$ cat src/rtl/lc_cfg_sequencer.sv
// lc_cfg_sequencer: shadow store of per-cell config words plus the programming
// sequence for an iCE40UP logic-cell chain (purst pulse, serial shift, prog strobe).
module lc_cfg_sequencer #(
  parameter int NUM_CELLS    = 8,
  parameter int CBIT_W       = 21,
  parameter int PURST_CYCLES = 4,
  parameter int AW           = (NUM_CELLS > 1) ? $clog2(NUM_CELLS) : 1
) (
  input  logic              clk,
  input  logic              resetn,
  input  logic              cfg_valid,
  output logic              cfg_ready,
  input  logic [AW-1:0]     cfg_addr,
  input  logic [CBIT_W-1:0] cfg_data,
  input  logic              commit,
  output logic              busy,
  output logic              done,
  output logic              err,
  output logic              lc_purst,
  output logic              lc_prog,
  output logic              lc_shift_en,
  output logic              lc_sdata
);
  // state  | meaning
  // IDLE   | accepting writes and commit
  // RST    | lc_purst held for PURST_CYCLES
  // SHIFT  | image shifted out, MSB (cell NUM_CELLS-1, bit 20) first
  // PROG   | one-cycle lc_prog strobe
  // DONE   | completion pulse; writes/commit already accepted again

  localparam int TOTAL = NUM_CELLS * CBIT_W;
  localparam int BW    = $clog2(TOTAL + 1);

  typedef enum logic [2:0] {S_IDLE, S_RST, S_SHIFT, S_PROG, S_DONE} state_t;
  state_t state, state_next;

  logic [CBIT_W-1:0] shadow [NUM_CELLS];
  logic [TOTAL-1:0]  image;
  logic [TOTAL-1:0]  sreg;
  logic [7:0]        rst_cnt;
  logic [BW-1:0]     bit_cnt;
  logic              open_win;
  logic              wr_acc;
  logic              addr_ok;
  logic              commit_acc;

  assign open_win   = (state == S_IDLE) || (state == S_DONE);
  assign wr_acc     = cfg_valid && open_win;
  assign addr_ok    = int'(cfg_addr) < NUM_CELLS;
  assign commit_acc = commit && open_win;

  always_ff @(posedge clk or negedge resetn) begin
    if (!resetn) begin
      for (int i = 0; i < NUM_CELLS; i++) shadow[i] <= '0;
    end else if (wr_acc && addr_ok) begin
      for (int i = 0; i < NUM_CELLS; i++)
        if (cfg_addr == AW'(i)) shadow[i] <= cfg_data;
    end
  end

  // Cell 0 sits at the LSB end so the highest cell leaves the chain first.
  always_comb begin
    image = '0;
    for (int i = 0; i < NUM_CELLS; i++) image[i*CBIT_W +: CBIT_W] = shadow[i];
  end

  always_ff @(posedge clk or negedge resetn) begin
    if (!resetn) state <= S_IDLE;
    else         state <= state_next;
  end

  always_comb begin
    state_next = state;
    unique case (state)
      S_IDLE, S_DONE: state_next = commit_acc ? S_RST : S_IDLE;
      S_RST:   if (rst_cnt == 8'(PURST_CYCLES - 1)) state_next = S_SHIFT;
      S_SHIFT: if (bit_cnt == BW'(TOTAL - 1)) state_next = S_PROG;
      S_PROG:  state_next = S_DONE;
      default: state_next = S_IDLE;
    endcase
  end

  always_ff @(posedge clk or negedge resetn) begin
    if (!resetn) begin
      rst_cnt <= '0;
      bit_cnt <= '0;
      sreg    <= '0;
      err     <= 1'b0;
    end else begin
      rst_cnt <= (state == S_RST)   ? rst_cnt + 8'd1   : 8'd0;
      bit_cnt <= (state == S_SHIFT) ? bit_cnt + BW'(1) : '0;
      if (state == S_RST && state_next == S_SHIFT) sreg <= image;
      else if (state == S_SHIFT)                   sreg <= {sreg[TOTAL-2:0], 1'b0};
      err <= (wr_acc && !addr_ok) || (commit && !open_win);
    end
  end

  assign cfg_ready   = open_win;
  assign busy        = (state == S_RST) || (state == S_SHIFT) || (state == S_PROG);
  assign done        = (state == S_DONE);
  assign lc_purst    = (state == S_RST);
  assign lc_shift_en = (state == S_SHIFT);
  assign lc_prog     = (state == S_PROG);
  assign lc_sdata    = sreg[TOTAL-1];

endmodule

$ cat config.mk
export PLATFORM = sky130hd
export DESIGN_NAME = lc_cfg_sequencer
export DESIGN_NICKNAME = d
export VERILOG_FILES = /design/src/rtl/lc_cfg_sequencer.sv
export SDC_FILE = /design/constraint.sdc
export NUM_CORES = 1
export LEC_CHECK = 0
export ABC_AREA = 1
export CORE_UTILIZATION = 55
export CTS_CLUSTER_DIAMETER = 50
export CTS_CLUSTER_SIZE = 25
export DETAILED_ROUTE_END_ITERATION = 12
export DONT_BUFFER_PORTS = 1
export PLACE_DENSITY_LB_ADDON = 0.15
export SYNTH_ARGS = -nofsm -noshare
export SYNTH_HDL_FRONTEND = slang
export SYNTH_SLANG_ARGS = --single-unit
$ cat constraint.sdc
create_clock -name clk -period 1.8 [get_ports clk]
set_input_delay 0.09 -clock clk [delete_from_list [all_inputs] [get_ports clk]]
set_output_delay 0.09 -clock clk [all_outputs]
set_load 0.03 [all_outputs]
---- Word level (Yosys, flattened, before mapping) ----
Cells that the tools add are included.
W data, S select, Z words.
storage, ports and cells
  register bits ........................... 356
  input port bits ......................... 28
operators by class
  eq/ne operators ......................... 14
  reduce and logical (&&, ||, !) cells .... 20
  add/subtract/negate cells ............... 2
  multiplexer cells ....................... 8
operators with widths
  operator               count
  $mux W168              2
  $add A8 B1 Y8 const B  2
  $mux W8                2
  $reduce_and A2 Y1      8
  $eq A3 B2 Y1 const B   5
  $eq A3 B3 Y1 const B   5
  $pmux W3 S4            1
  $eq A8 B2 Y1 const B   1
  $eq A8 B8 Y1 const B   1
  $eq A3 B1 Y1 const B   2
  $logic_not A3 Y1       2
  $mux W3                2
  $logic_and A1 B1 Y1    4
  $logic_or A1 B1 Y1     3
  $reduce_bool A2 Y1     1
  $reduce_or A2 Y1       1
  $logic_not A1 Y1       1
  $mux W1                1

---- Logic depth before layout (Yosys ltp) ----
Gate-level depths: netlist (run 1).
  depth in word-level cells ............... 8
  mapped depth ............................ 9
  mapped depth without buffers ............ 7

---- Worst setup path after synthesis (run 1) ----
No wires, ideal clock.
  path type ............................... register to register
  start ................................... register rst_cnt[0]
  end ..................................... register sreg[66]
  setup slack ............................. 296 ps
  arrival time ............................ 1387 ps
  cell stages (with the launch flop) ...... 10
  data required time ...................... 1683 ps
  cells stage by stage .................... dfrtp_1 > ha_1 > nand2_1 > nor2_1 > nand3_2 > buf_2 > buf_1 > nand2_1 > nand2_1 > nand2_1
between the ends
  longest elaborated chain between the ends .. 6
  elaborated cells on any way between the ends .. 7
  those cells by class .................... eq/ne (2); mux (3); reduce/logical (2)
ends and longest elaborated chain
  element                                          RTL line  source
  start: declaration                               40        logic [7:0] rst_cnt;
  start signal: assignment                         90        rst_cnt <= (state == S_RST) ? rst_cnt + 8'd1 : 8'd0;
  $eq A8 B2 Y1 *                                   76        S_RST: if (rst_cnt == 8'(PURST_CYCLES - 1)) state_next = S_SHIFT;
  $mux W3 *                                        76
  $pmux W3 S4 *                                    74        unique case (state)
  $eq A3 B2 Y1 *                                   92        if (state == S_RST && state_next == S_SHIFT) sreg <= image;
  $logic_and A1 B1 Y1 *                            92
  $mux W168 or $reduce_bool A2 Y1 (tied branches)  n/a
  end signal: assignment                           92
  end signal: assignment                           93        else if (state == S_SHIFT) sreg <= {sreg[TOTAL-2:0], 1'b0};
  end: declaration                                 39        logic [TOTAL-1:0] sreg;
Every way passes the cells marked *; elsewhere a longest branch is shown, timed or not.
A chain may end at the register's enable or synchronous reset.

---- Worst setup path in the final report (run 1) ----
  start ................................... register state[2]
  end ..................................... output port lc_prog
between the ends
  longest elaborated chain between the ends .. 1
ends and longest elaborated chain
  element                   RTL line  source
  start: declaration        35        state_t state, state_next;
  start signal: assignment  69        else state <= state_next;
  $eq A3 B2 Y1              103       assign lc_prog = (state == S_PROG);
  end: declaration          20        output logic lc_prog,
No other way between the ends.

==> results of run 1 <==
[cells in the final DEF, fill, tap and decap left out, types with 2 or more instances in the layout]
cell type and n:
sky130_fd_sc_hd__inv_8 4, sky130_fd_sc_hd__clkinvlp_4 4, sky130_fd_sc_hd__buf_6 2, sky130_fd_sc_hd__xor2_1 2, sky130_fd_sc_hd__nand3_1 344, sky130_fd_sc_hd__nor2_4 6
sky130_fd_sc_hd__clkbuf_16 39, sky130_fd_sc_hd__nor2_1 33, sky130_fd_sc_hd__bufinv_16 4, sky130_fd_sc_hd__inv_2 2, sky130_fd_sc_hd__nor3_1 2, sky130_fd_sc_hd__a21oi_1 6
sky130_fd_sc_hd__nand2_1 869, sky130_fd_sc_hd__dlygate4sd3_1 22, sky130_fd_sc_hd__clkinv_2 3, sky130_fd_sc_hd__clkbuf_8 2, sky130_fd_sc_hd__clkinv_4 5, sky130_fd_sc_hd__inv_6 6
sky130_fd_sc_hd__ha_1 2, sky130_fd_sc_hd__clkbuf_1 2, sky130_fd_sc_hd__inv_1 206, sky130_fd_sc_hd__buf_4 14, sky130_fd_sc_hd__buf_12 32, sky130_fd_sc_hd__o21ai_0 171
sky130_fd_sc_hd__dfrtp_1 356
[final timing paths]
check / from / endpoint / slack (ns) / cells after the start
min in group clk: cfg_addr[2] / image[123]$_DFFE_PN0P_ / 0.04 / 5
max: state[2]$_DFF_PN0_ / lc_prog / 0.08 / 3
min: resetn / bit_cnt[6]$_DFF_PN0_ / -0.72 / 0
max reg2reg: state[0]$_DFF_PN0_ / sreg[104]$_DFFE_PN0P_ / 0.09 / 8
min reg2reg: bit_cnt[0]$_DFF_PN0_ / bit_cnt[0]$_DFF_PN0_ / 0.47 / 1
max in group asynchronous: resetn / sreg[74]$_DFFE_PN0P_ / 1.54 / 0
[through the flow]
stage	hold slack (ns)	power, mW	instances
after floorplan	-0.2056	8.485	2152
after global placement	-0.1842	8.541	2442
after detailed placement	-0.1821	8.554	2442
after CTS	-0.7352	16.54	2534
after global routing	-0.7455	16.88	2538
final	-0.7241	16.38	2538
[sequential cells by signal (all words and copies together) (netlist names)]
| name | count |
|---|---|
| bit_cnt | 8 |
| err | 1 |
| rst_cnt | 8 |
| sreg | 168 |
| image | 168 |
| state | 3 |
[repair_timing]
item	in CTS	in global routing
gates cloned	1	2
gates resized for setup	0	5
hold endpoints to repair	526	356
setup buffers	3	2
pin swaps	2	1
endpoints found under the setup margin	2	114
[area by class of cell]
class | instances | share of cell area
multi-input cells | 1443 | 0.3300
well taps | 390 | 0.02607
flip-flops and latches | 356 | 0.4759
clock inverters | 25 | 0.01591
inverters | 209 | 0.04217
repair buffers | 74 | 0.05868
clock buffers | 41 | 0.05133
[power by group through the flow]
stage	Combinational (mW)	Clock (mW)	Sequential, mW
after global routing	0.346	8.35	8.18
after CTS	0.302	8.06	8.17
final	0.300	7.91	8.18
after floorplan	0.172	0	8.31
after detailed placement	0.229	0	8.33
after global placement	0.219	0	8.32
[logic make-up (layout without fill, tap and decap cells)]
logic type      Yosys count  count (layout)  share of synthesized area
compound gates          180             180                    0.05467
xor+xnor                  2               2                   0.001057
fa+ha+maj                 2               2                   0.001510
buf+inv                 353             349                    0.09174
flops                   356             356                     0.5376
simple gates           1259            1259                     0.3134
[metal layers]
layer / global-route usage / part of all wire / vias to the layer above
met5: 0 / 0 / -
met4: 0.06558 / 0.019 / 0
met3: 0.03593 / 0.047 / 54
met2: 0.4270 / 0.47 / 261
met1: 0.3662 / 0.46 / 6498
li1: - / - / 6647
[worst max-delay path, delay by kind of cell, from the launching register on]
family	cells	cell delay [ns]
simple gates	2	0.65
flops	1	0.36
buf+inv	1	0.10
==> metrics.sh, run 1 <==
STATUS='complete, but fails checks'
FAILED_CHECKS='hold timing'
TRITONCTS.NUM_BUFFERS=37
POWER.STATIC_LEAKAGE_nW=9.723
WORSTPATHARRIVAL_NS=1.63
DRT-VIAS-PER-INSTANCE=5.303
ACTUAL_TRANSITION_AT_THE_WORST_MAX_TRANSITION_PIN_NS=1.210
MAX_FREQ_MHz=583.0
SETUP_WS_PRE_CTS_NS=0.07210
HOLD_VIOLATIONS=356
NUM-FILL-CELLS=2665
TOTALNEGATIVESETUPSLACK_NS=0
SYNTH_TOP_CELLS_BY_AREA='sky130_fd_sc_hd__dfrtp_1 (54%), sky130_fd_sc_hd__nand2_1 (20%), sky130_fd_sc_hd__nand3_1 (10%)'
CORE.ROWCOUNT=63
MAX_STAGE_DELAY_NS=0.50
NNETSFINAL=2151
MULTIINPUTGATEAREA_UM2=6177
CLK_TRANSITION_REPORTED_PATHS_NS=0.06
PIN_COUNT_OF_THE_BIGGEST_NET_ENTERING_GLOBAL_ROUTING=357
TOP_LEVEL_PORTS=36
FINAL_PERIOD_MINUS_WORST_SETUP_SLACK_NS=1.715
CRITPATHLAUNCHTYPE='flip-flop'
FIN_HOLD_WS_NS=-0.7241
DRV_CAP=0
SYNTHFLOPTYPE='sky130_fd_sc_hd__dfrtp_1'
PORT-BUFFER-COUNT=0
SYNTH_ENABLE_FLOP_CELLS=0
END_KIND='primary output'
CLOCK_TREE.ROOT_CELL='sky130_fd_sc_hd__clkbuf_16'
FLOORPLAN.DIE_AREA_UM2=30830
NETLIST_AREA_UM2=16570
GRT_PASS1_VIAS=12940
WIRELENGTH_UM=38780
NET-SWITCHING-POWER_mW=3.614
POST_SYNTH_MOST_FREQUENT_CELLS='sky130_fd_sc_hd__nand2_1 (869), sky130_fd_sc_hd__dfrtp_1 (356), sky130_fd_sc_hd__nand3_1 (344), sky130_fd_sc_hd__inv_1 (207), sky130_fd_sc_hd__o21ai_0 (171)'
PLACED_CELL_AREA_UM2=17100
PWR-SHARE-CLK=0.483
DRCVIOLATIONCOUNT=0
CLOCK_PATH_BUFFERS=3
ANTENNA_CELLS_INSERTED=0
DETAILEDPLACEMENTHPWL_UM=21890
CTS_NUM_SINKS=356
SHARE_OF_FINAL_LAYOUT_STANDARD_CELLS_STRONGER_THAN_DRIVE_STRENGTH_1=0.06006
DETAIL_ROUTE.WL_PER_CELL_UM=15.28
POWER_SWITCHING_SHARE=0.2206
COREAREA_UM2=29640
LAYOUT.CELL_AREA.NON_FILLER_UM2=18720
DRTANTENNAVIOLNETS=0
GRT_REMAINING_OVERFLOW=0
DRT-INITIAL-DRC-COUNT=1146
CTS_HOLD_BUFFERS=22
YS_WARN_COUNT=0
YOSYSSEQAREASHARE=0.5376
POWER.COMBINATIONAL.FRACTION=0.018
GRT_UTIL_ALL_LAYERS=0.2604
SEQUENTIAL_CELL_AREA_UM2=8909
YS_FF_LATCH=356
REQUIRED_NS=1.71
ANTENNA_VIOLATIONS_BEFORE_REPAIR=0
DETAILEDROUTE.FIRSTPASSITERATIONCOUNT=6
PATH_CLASS='reg2out'
VIA_COUNT=13460
POST-SYNTH-TOP-AREA-CELL='sky130_fd_sc_hd__dfrtp_1'
FINAL_CORE_UTILIZATION=0.6316
SYN_AVG_CELL_AREA_UM2=7.700
CTS_TREE='done'
POSTSYNTHCELLCOUNT=2152
SEQUENTIALPOWERSHARE=0.499
INITIAL_STANDARD_CELL_UTILIZATION_OF_THE_CORE=0.5591
CHIPHEIGHT_UM=175.6
INSERTION_DELAY_NS=0.53
FINAL_SETUP_VIOLATION_COUNT=0
GRT_PASS1_WL_UM=65100
PLACE_CONGESTION=0.7609
CRIT_CHAIN='inv_1 -> nand2_1 -> nor2_1'
HP-CLASS='in2async'
YOSYS.AREA.TOP_TYPE_SHARE=0.5376
RSZ0062_AT_GRT='yes'
WORST-PATH-MAX-FANOUT=4
HTREE_NUM_LEVELS=2
NUMBER_OF_DISTINCT_LIBRARY_CELLS_AFTER_SYNTHESIS=25
PROPORTION_OF_SYNTHESIZED_FLIP_FLOPS_HAVING_ASYNCHRONOUS_SET_OR_RESET=1.000
SYNTHTOLAYOUTAREAGROWTH_PCT=12.97
MAXSLEWVIOLCOUNT=0
WORST_SLEW_MARGIN_REL=0.1936
PWR_DENSITY_CELL_nW_PER_UM2=875.2
TIMING.FINAL.WS_SETUP_NS=0.08485
POST-SYNTH-TOP-COUNT-CELL='sky130_fd_sc_hd__nand2_1'
SYN-NUM-NETS=2182
FIN_SKEW_NS=0.02079
MIN_PERIOD_OVER_PERIOD=0.9529
P_INT_mW=12.77
MAXIMUM_VDD_DROP_mV=0.7359
FP.DIEW_UM=175.6
CP_SLOWEST_CELL='sky130_fd_sc_hd__nor2_1'
No activity file was read; power rests on OpenSTA's default activity.
==> inputs of run 2 (changes only) <==
--- a/config.mk
+++ b/config.mk
@@ -5,7 +5,7 @@
 export SDC_FILE = /design/constraint.sdc
 export NUM_CORES = 1
 export LEC_CHECK = 0
-export ABC_AREA = 1
+export ABC_AREA = 0
 export CORE_UTILIZATION = 55
 export CTS_CLUSTER_DIAMETER = 50
 export CTS_CLUSTER_SIZE = 25
==> metrics.sh, run 2 <==
MULTIINPUTGATEAREA_UM2=7356  # was 6177 µm²
CLOCK_PATH_BUFFERS=3  # unchanged
TRITONCTS.NUM_BUFFERS=36  # was 37
DRV_CAP=0  # unchanged
PATH_CLASS='reg2reg'  # was reg2out
MOST-COMMON-LAYOUT-CELLS='sky130_fd_sc_hd__dfrtp_1 (356), sky130_fd_sc_hd__mux2_4 (299), sky130_fd_sc_hd__mux2_2 (195)'  # was sky130_fd_sc_hd__nand2_1 (869), sky130_fd_sc_hd__dfrtp_1 (356), sky130_fd_sc_hd__nand3_1 (344)
VIA_COUNT=8611  # was 13.46k
WORSTPATHARRIVAL_NS=2.42  # was 1.63 ns
ACTUAL_TRANSITION_AT_THE_WORST_MAX_TRANSITION_PIN_NS=0.8793  # was 1.210 ns
YS_FF_LATCH=356  # unchanged
WORST_SLEW_MARGIN_REL=0.4138  # was 0.1936
SYNTH_TOP_CELLS_BY_AREA='sky130_fd_sc_hd__dfrtp_1 (56%), sky130_fd_sc_hd__mux2_2 (26%), sky130_fd_sc_hd__mux2_4 (10%)'  # was sky130_fd_sc_hd__dfrtp_1 (54%), sky130_fd_sc_hd__nand2_1 (20%), sky130_fd_sc_hd__nand3_1 (10%)
SYNTHFLOPTYPE='sky130_fd_sc_hd__dfrtp_1'  # unchanged
POWER.STATIC_LEAKAGE_nW=9.606  # was 9.723 nW
CTS_HOLD_BUFFERS=22  # unchanged
FP.DIEW_UM=171.9  # was 175.6 µm
CRITPATHLAUNCHTYPE='flip-flop'  # unchanged
MAX_FREQ_MHz=491.1  # was 583.0 MHz
PROPORTION_OF_SYNTHESIZED_FLIP_FLOPS_HAVING_ASYNCHRONOUS_SET_OR_RESET=1.000  # unchanged
CLK_TRANSITION_REPORTED_PATHS_NS=0.06  # about the same
PWR_DENSITY_CELL_nW_PER_UM2=1612  # was 875.2 nW/µm²
TOP_LEVEL_PORTS=36  # unchanged
FRACTION_OF_MET3_TRACKS_USED_BY_GLOBAL_ROUTING=0.04532  # was 0.03593
SHARE_OF_FINAL_LAYOUT_STANDARD_CELLS_STRONGER_THAN_DRIVE_STRENGTH_1=0.5979  # was 0.06006
DETAILEDROUTE.FIRSTPASSITERATIONCOUNT=5  # was 6
GR_UTIL_MET1=0.3545  # was 0.3662
CHIPHEIGHT_UM=171.9  # was 175.6 µm
POST-SYNTH-TOP-COUNT-CELL='sky130_fd_sc_hd__mux2_2'  # was sky130_fd_sc_hd__nand2_1
END_KIND='flip-flop'  # was primary output
MIN_PERIOD_OVER_PERIOD=1.131  # was 0.9529
FIN_SKEW_NS=0.02876  # was 0.02079 ns
DRT-VIAS-PER-INSTANCE=5.699  # was 5.303
SETUP_WS_PRE_CTS_NS=-0.2420  # was 0.07210 ns
FIN_HOLD_WS_NS=-0.7243  # was -0.7241 ns
FINAL_SETUP_VIOLATION_COUNT=251  # was 0
YOSYSSEQAREASHARE=0.5614  # was 0.5376
HTREE_NUM_LEVELS=2  # unchanged
YS_WARN_COUNT=0  # unchanged
INITIAL_STANDARD_CELL_UTILIZATION_OF_THE_CORE=0.5650  # was 0.5591
MOSTFREQUENTLAYOUTCELL='sky130_fd_sc_hd__dfrtp_1'  # was sky130_fd_sc_hd__nand2_1
DETAILEDPLACEMENTHPWL_UM=17950  # was 21890 µm
FINAL_CORE_UTILIZATION=0.7154  # was 0.6316
RSZ0062_AT_GRT='yes'  # unchanged
GRT_PASS1_VIAS=9217  # was 12.94k
SYN_AVG_CELL_AREA_UM2=15.95  # was 7.700 µm²
DRTANTENNAVIOLNETS=0  # unchanged
NNETSFINAL=1135  # was 2151
NUMBER_OF_DISTINCT_LIBRARY_CELLS_AFTER_SYNTHESIS=36  # was 25
CORE.ROWCOUNT=61  # was 63
CTS_NUM_SINKS=356  # unchanged
COREAREA_UM2=28090  # was 29640 µm²
GRT_UTIL_ALL_LAYERS=0.2543  # was 0.2604
DRCVIOLATIONCOUNT=0  # unchanged
PLACE_CONGESTION=0.6866  # was 0.7609
POSTSYNTHCELLCOUNT=995  # was 2152
NUMBER_OF_CELLS_IN_THE_FINISHED_LAYOUT_APART_FROM_FILLERS=1511  # was 2538
STATUS='complete, but fails checks'  # unchanged
HOLD_VIOLATIONS=356  # unchanged
PORT-BUFFER-COUNT=0  # unchanged
WIRELENGTH_UM=37410  # was 38780 µm
FAILED_CHECKS='hold timing, setup timing'  # was hold timing
YOSYS.AREA.TOP_TYPE_SHARE=0.5614  # was 0.5376
GRT_PASS1_WL_UM=55880  # was 65100 µm
MAXSLEWVIOLCOUNT=0  # unchanged
GRT_REMAINING_OVERFLOW=0  # unchanged
PIN_COUNT_OF_THE_BIGGEST_NET_ENTERING_GLOBAL_ROUTING=357  # unchanged
SYNTHTOLAYOUTAREAGROWTH_PCT=26.64  # was 12.97%
REQUIRED_NS=2.18  # was 1.71 ns
INSERTION_DELAY_NS=0.52  # was 0.53 ns
CTS_TREE='done'  # unchanged
HP-CLASS='in2async'  # unchanged
FINAL_PERIOD_MINUS_WORST_SETUP_SLACK_NS=2.036  # was 1.715 ns
SYNTH_ENABLE_FLOP_CELLS=0  # unchanged
GRT.BUSIEST_LAYER='met2'  # unchanged
WORST-PATH-MAX-FANOUT=6  # was 4
SYN-NUM-NETS=1025  # was 2182
MET2_USAGE=0.4080  # was 0.4270
CLOCK_TREE.ROOT_CELL='sky130_fd_sc_hd__clkbuf_16'  # unchanged
FLOORPLAN.DIE_AREA_UM2=29530  # was 30830 µm²
TIMING.FINAL.WS_SETUP_NS=-0.2362  # was 0.08485 ns
NETLIST_AREA_UM2=15870  # was 16570 µm²
DETAIL_ROUTE.WL_PER_CELL_UM=24.76  # was 15.28 µm
DRT-INITIAL-DRC-COUNT=539  # was 1146
POST-SYNTH-TOP-AREA-CELL='sky130_fd_sc_hd__dfrtp_1'  # unchanged
ANTENNA_VIOLATIONS_BEFORE_REPAIR=6  # was 0
SEQUENTIAL_CELL_AREA_UM2=8909  # unchanged
TOTALNEGATIVESETUPSLACK_NS=-41.16  # was 0 ns
MAXIMUM_VDD_DROP_mV=1.010  # was 0.7359 mV
POST-PLACE-CELLS=1362  # was 2442
POST_SYNTH_MOST_FREQUENT_CELLS='sky130_fd_sc_hd__mux2_2 (369), sky130_fd_sc_hd__dfrtp_1 (356), sky130_fd_sc_hd__mux2_4 (110), sky130_fd_sc_hd__mux2_1 (23), sky130_fd_sc_hd__buf_2 (22)'  # was sky130_fd_sc_hd__nand2_1 (869), sky130_fd_sc_hd__dfrtp_1 (356), sky130_fd_sc_hd__nand3_1 (344), sky130_fd_sc_hd__inv_1 (207), sky130_fd_sc_hd__o21ai_0 (171)
NUM-FILL-CELLS=1803  # was 2665
run 2: where the power goes:
group          internal [mW]  switching [mW]  total [mW]
Combinational           7.92            3.39        11.3
Sequential              11.5            2.13        13.6
Clock                   4.21            3.28        7.49
Total                   23.6            8.80        32.4
run 2: what timing repair did:
| item | in CTS | in global routing |
|---|---|---|
| gates cloned | 26 | 12 |
| hold endpoints to repair | 526 | 356 |
| gates resized for setup | 117 | 84 |
| setup endpoints to repair | 256 | 293 |
| buffers inserted | 18 | 15 |
| pin swaps | 3 | 6 |
run 2: final timing paths:
check                      slack (ns)  cells past startpoint                endpoint            startpoint
hold reg to reg                  0.46                      1    bit_cnt[0]$_DFF_PN0_  bit_cnt[0]$_DFF_PN0_
hold / removal                  -0.72                      0  image[103]$_DFFE_PN0P_                resetn
setup / recovery                -0.24                      6    sreg[23]$_DFFE_PN0P_    state[1]$_DFF_PN0_
min in group clk                 0.05                      3   image[57]$_DFFE_PN0P_           cfg_addr[2]
setup reg to reg                -0.24                      6    sreg[23]$_DFFE_PN0P_    state[1]$_DFF_PN0_
max in group asynchronous        1.78                      0  image[150]$_DFFE_PN0P_                resetn
run 2: final cells by class:
| type | count | share of cell area |
|---|---|---|
| flip-flops and latches | 356 | 0.4433 |
| multi-input cells | 580 | 0.3661 |
| repair buffers | 124 | 0.1042 |
| clock buffers | 43 | 0.04819 |
| well taps | 378 | 0.02354 |
| clock inverters | 19 | 0.01002 |
| repair inverters | 3 | 0.002179 |
| inverters | 4 | 0.001993 |
| diodes | 4 | 0.0004981 |
run 2: metrics by stage:
stage / hold slack [ns] / cell area, µm² / power, mW
final: -0.7243 / 20090 / 32.39
after global routing: -0.7384 / 20090 / 33.90
after CTS: -0.7421 / 19570 / 31.67
after detailed placement: -0.1879 / 16900 / 22.58
after global placement: -0.1885 / 16900 / 22.19
after floorplan: -0.2056 / 16460 / 20.95
run 2: logic make-up after synthesis:
logic type               count (synthesis)  synth area share
flip-flops                             356            0.5614
XOR/XNOR                                 6          0.003312
adder cells (fa/ha/maj)                  2          0.001577
AND/OR/NAND/NOR                         55           0.02050
multiplexers                           503            0.3829
buffers and inverters                   59           0.02547
AO/OA/AOI/OAI                           14          0.004810
run 2: metal layers:
layer	routed length, µm	share of wire
met4	981	0.026
met3	1513	0.040
met5	34	0.00091
met2	17870	0.48
met1	17010	0.45
run 2: worst max-delay path, cell delays in order, from the launching register on:
cell                      delay, ns
sky130_fd_sc_hd__dfrtp_1       0.39
sky130_fd_sc_hd__or3b_4        0.54
sky130_fd_sc_hd__buf_12        0.20
sky130_fd_sc_hd__inv_12        0.09
sky130_fd_sc_hd__buf_12        0.13
sky130_fd_sc_hd__mux2_4        0.30
sky130_fd_sc_hd__mux2_2        0.26
==> inputs of run 3 (changes only) <==
--- a/config.mk
+++ b/config.mk
@@ -11,7 +11,7 @@
 export CTS_CLUSTER_SIZE = 25
 export DETAILED_ROUTE_END_ITERATION = 12
 export DONT_BUFFER_PORTS = 1
-export PLACE_DENSITY_LB_ADDON = 0.15
+export PLACE_DENSITY = 0.72
 export SYNTH_ARGS = -nofsm -noshare
 export SYNTH_HDL_FRONTEND = slang
 export SYNTH_SLANG_ARGS = --single-unit
==> metrics.sh, run 3 (synthesis results as in run 2) <==
WORST_SETUP_PATH_STARTPOINT='state[2]$_DFF_PN0_'  # was state[1]$_DFF_PN0_
CLOCK_TREE.ROOT_CELL='sky130_fd_sc_hd__clkbuf_16'  # unchanged
P_TOTAL_mW=31.75  # was 32.39 mW
CTS_TREE='done'  # unchanged
WORSTPATHARRIVAL_NS=2.39  # was 2.42 ns
SYNTHTOLAYOUTAREAGROWTH_PCT=23.02  # was 26.64%
WORST-R2R-SETUP-SLACK_NS=-0.18  # was -0.24 ns
FLOORPLAN.DIE_AREA_UM2=29530  # unchanged
FIN_HOLD_WS_NS=-0.7335  # was -0.7243 ns
TRITONCTS.NUM_BUFFERS=36  # unchanged
GRT_PASS1_WL_UM=52070  # was 55880 µm
TOTALNEGATIVESETUPSLACK_NS=-27.56  # was -41.16 ns
MULTIINPUTGATEAREA_UM2=7298  # was 7356 µm²
POST-PLACE-CELLS=1362  # unchanged
WORSTREG2REGEND='sreg[28]$_DFFE_PN0P_'  # was sreg[23]$_DFFE_PN0P_
HOLD_VIOLATIONS=356  # unchanged
DRT-VIAS-PER-INSTANCE=5.685  # was 5.699
DRTANTENNAVIOLNETS=0  # unchanged
MOST-COMMON-LAYOUT-CELLS='sky130_fd_sc_hd__dfrtp_1 (356), sky130_fd_sc_hd__mux2_4 (280), sky130_fd_sc_hd__mux2_2 (214)'  # was sky130_fd_sc_hd__dfrtp_1 (356), sky130_fd_sc_hd__mux2_4 (299), sky130_fd_sc_hd__mux2_2 (195)
CTS_NUM_SINKS=356  # unchanged
CHIPHEIGHT_UM=171.9  # unchanged
GRT_REMAINING_OVERFLOW=0  # unchanged
CORE.ROWCOUNT=61  # unchanged
CRITPATHTOPFAMILY='multiplexers'  # unchanged
NUM-FILL-CELLS=1832  # was 1803
PWR_DENSITY_CELL_nW_PER_UM2=1626  # was 1612 nW/µm²
POWER.STATIC_LEAKAGE_nW=9.327  # was 9.606 nW
PATH_CLASS='reg2reg'  # unchanged
CRITPATHLAUNCHTYPE='flip-flop'  # unchanged
PIN_COUNT_OF_THE_BIGGEST_NET_ENTERING_GLOBAL_ROUTING=357  # unchanged
CLK_TRANSITION_REPORTED_PATHS_NS=0.07  # was 0.06 ns
DRCVIOLATIONCOUNT=0  # unchanged
CRIT_CHAIN='or3b_4 -> clkinv_8 -> buf_16 -> mux2_1 -> mux2_1'  # was or3b_4 -> buf_12 -> inv_12 -> buf_12 -> mux2_4 -> mux2_2
MAX_STAGE_DELAY_NS=0.46  # was 0.54 ns
DETAILEDROUTE.FIRSTPASSITERATIONCOUNT=4  # was 5
MIN_PERIOD_OVER_PERIOD=1.098  # was 1.131
WIRELENGTH_UM=35290  # was 37410 µm
GRT_UTIL_ALL_LAYERS=0.2338  # was 0.2543
SEQUENTIAL_CELL_AREA_UM2=8909  # unchanged
HP-CLASS='in2async'  # unchanged
NNETSFINAL=1113  # was 1135
MOSTFREQUENTLAYOUTCELL='sky130_fd_sc_hd__dfrtp_1'  # unchanged
FINAL_PERIOD_MINUS_WORST_SETUP_SLACK_NS=1.976  # was 2.036 ns
DETAIL_ROUTE.WL_PER_CELL_UM=23.70  # was 24.76 µm
MAX_FREQ_MHz=506.1  # was 491.1 MHz
REG2REG_FROM='state[2]$_DFF_PN0_'  # was state[1]$_DFF_PN0_
INSERTION_DELAY_NS=0.53  # was 0.52 ns
DRV_CAP=0  # unchanged
TIMING.FINAL.WS_SETUP_NS=-0.1759  # was -0.2362 ns
CP_SLOWEST_CELL='sky130_fd_sc_hd__or3b_4'  # unchanged
FP.DIEW_UM=171.9  # unchanged
FIN_SKEW_NS=0.02342  # was 0.02876 ns
VIA_COUNT=8465  # was 8611
DRT-INITIAL-DRC-COUNT=488  # was 539
INITIAL_STANDARD_CELL_UTILIZATION_OF_THE_CORE=0.5650  # unchanged
CRITICAL-PATH-TOP-CELL-BY-COUNT='sky130_fd_sc_hd__mux2_1'  # was sky130_fd_sc_hd__buf_12
FINAL_SETUP_VIOLATION_COUNT=237  # was 251
NUMBER_OF_CELLS_IN_THE_FINISHED_LAYOUT_APART_FROM_FILLERS=1489  # was 1511
PORT-BUFFER-COUNT=0  # unchanged
WORSTPATHBUFFERINVERTERCOUNT=2  # was 3
PLACE_CONGESTION=0.7544  # was 0.6866
WORST-R2R-CELL-COUNT=5  # was 6
RSZ0062_AT_GRT='yes'  # unchanged
ANTENNA_CELLS_INSERTED=0  # was 4
ANTENNA_VIOLATIONS_BEFORE_REPAIR=2  # was 6
WORST-PATH-MAX-FANOUT=30  # was 6
REQUIRED_NS=2.21  # was 2.18 ns
WORST_SLEW_MARGIN_REL=0.5154  # was 0.4138
SHARE_OF_FINAL_LAYOUT_STANDARD_CELLS_STRONGER_THAN_DRIVE_STRENGTH_1=0.5878  # was 0.5979
CLOCK_PATH_BUFFERS=3  # unchanged
MAXIMUM_VDD_DROP_mV=0.8981  # was 1.010 mV
STATUS='complete, but fails checks'  # unchanged
COREAREA_UM2=28090  # unchanged
END_KIND='flip-flop'  # unchanged
FAILED_CHECKS='hold timing, setup timing'  # unchanged
GRT_PASS1_VIAS=8952  # was 9217
TOP_LEVEL_PORTS=36  # unchanged
HTREE_NUM_LEVELS=2  # unchanged
MAXSLEWVIOLCOUNT=0  # unchanged
ACTUAL_TRANSITION_AT_THE_WORST_MAX_TRANSITION_PIN_NS=0.7269  # was 0.8793 ns
DETAILEDPLACEMENTHPWL_UM=18020  # was 17950 µm
[run 3: metrics by stage]
stage / utilization / hold slack [ns] / cell area, µm² / worst slack [ns]
after floorplan: - / -0.2056 / 16460 / -0.1974
final: 0.6950 / -0.7335 / 19520 / -0.1759
after global placement: 0.6006 / -0.1910 / 16870 / -0.2408
after CTS: 0.6770 / -0.7503 / 19010 / -0.1700
after global routing: 0.6950 / -0.7517 / 19520 / -0.2178
after detailed placement: 0.6006 / -0.1921 / 16870 / -0.3060
[run 3: power breakdown]
group | internal [mW] | switching [mW] | total, mW
registers | 11.5 | 2.07 | 13.5
logic | 7.36 | 3.17 | 10.5
clock network | 4.41 | 3.27 | 7.68
[run 3: worst max-delay path by stage]
stage / to / slack [ns] / cells after the start
finish: sreg[28]$_DFFE_PN0P_ / -0.18 / 5
floorplan: image[100]$_DFFE_PN0P_ / -0.20 / 4
detailed placement: image[37]$_DFFE_PN0P_ / -0.31 / 6
CTS: sreg[162]$_DFFE_PN0P_ / -0.17 / 5
global placement: sreg[41]$_DFFE_PN0P_ / -0.24 / 5
global route: image[160]$_DFFE_PN0P_ / -0.22 / 7
[run 3: repair_timing]
action / 4_1_cts / 5_1_grt
pin swaps: 4 / 4
resized for setup: 72 / 75
endpoints found under the setup margin: 319 / 316
hold buffers: 23 / 1
setup buffers: 11 / 4
hold endpoints to repair: 526 / 366
gates cloned: 13 / 12
[run 3: routing by layer]
metal | track usage | vias up | wire length, µm
li1 | - | 3774 | -
met1 | 0.3214 | 4498 | 16020
met2 | 0.3858 | 123 | 17190
met3 | 0.03571 | 66 | 1294
met4 | 0.06772 | 4 | 755
met5 | 0 | - | 26
[run 3: area by class of cell]
type                       count  share of cell area
clock buffer                  44             0.05038
clock inverter                22             0.01211
inverter                       4            0.002051
multi-input combinational    582              0.3739
sequential                   356              0.4564
tap                          378             0.02423
timing repair buffer         102             0.08069
timing repair inverter         1           0.0003205
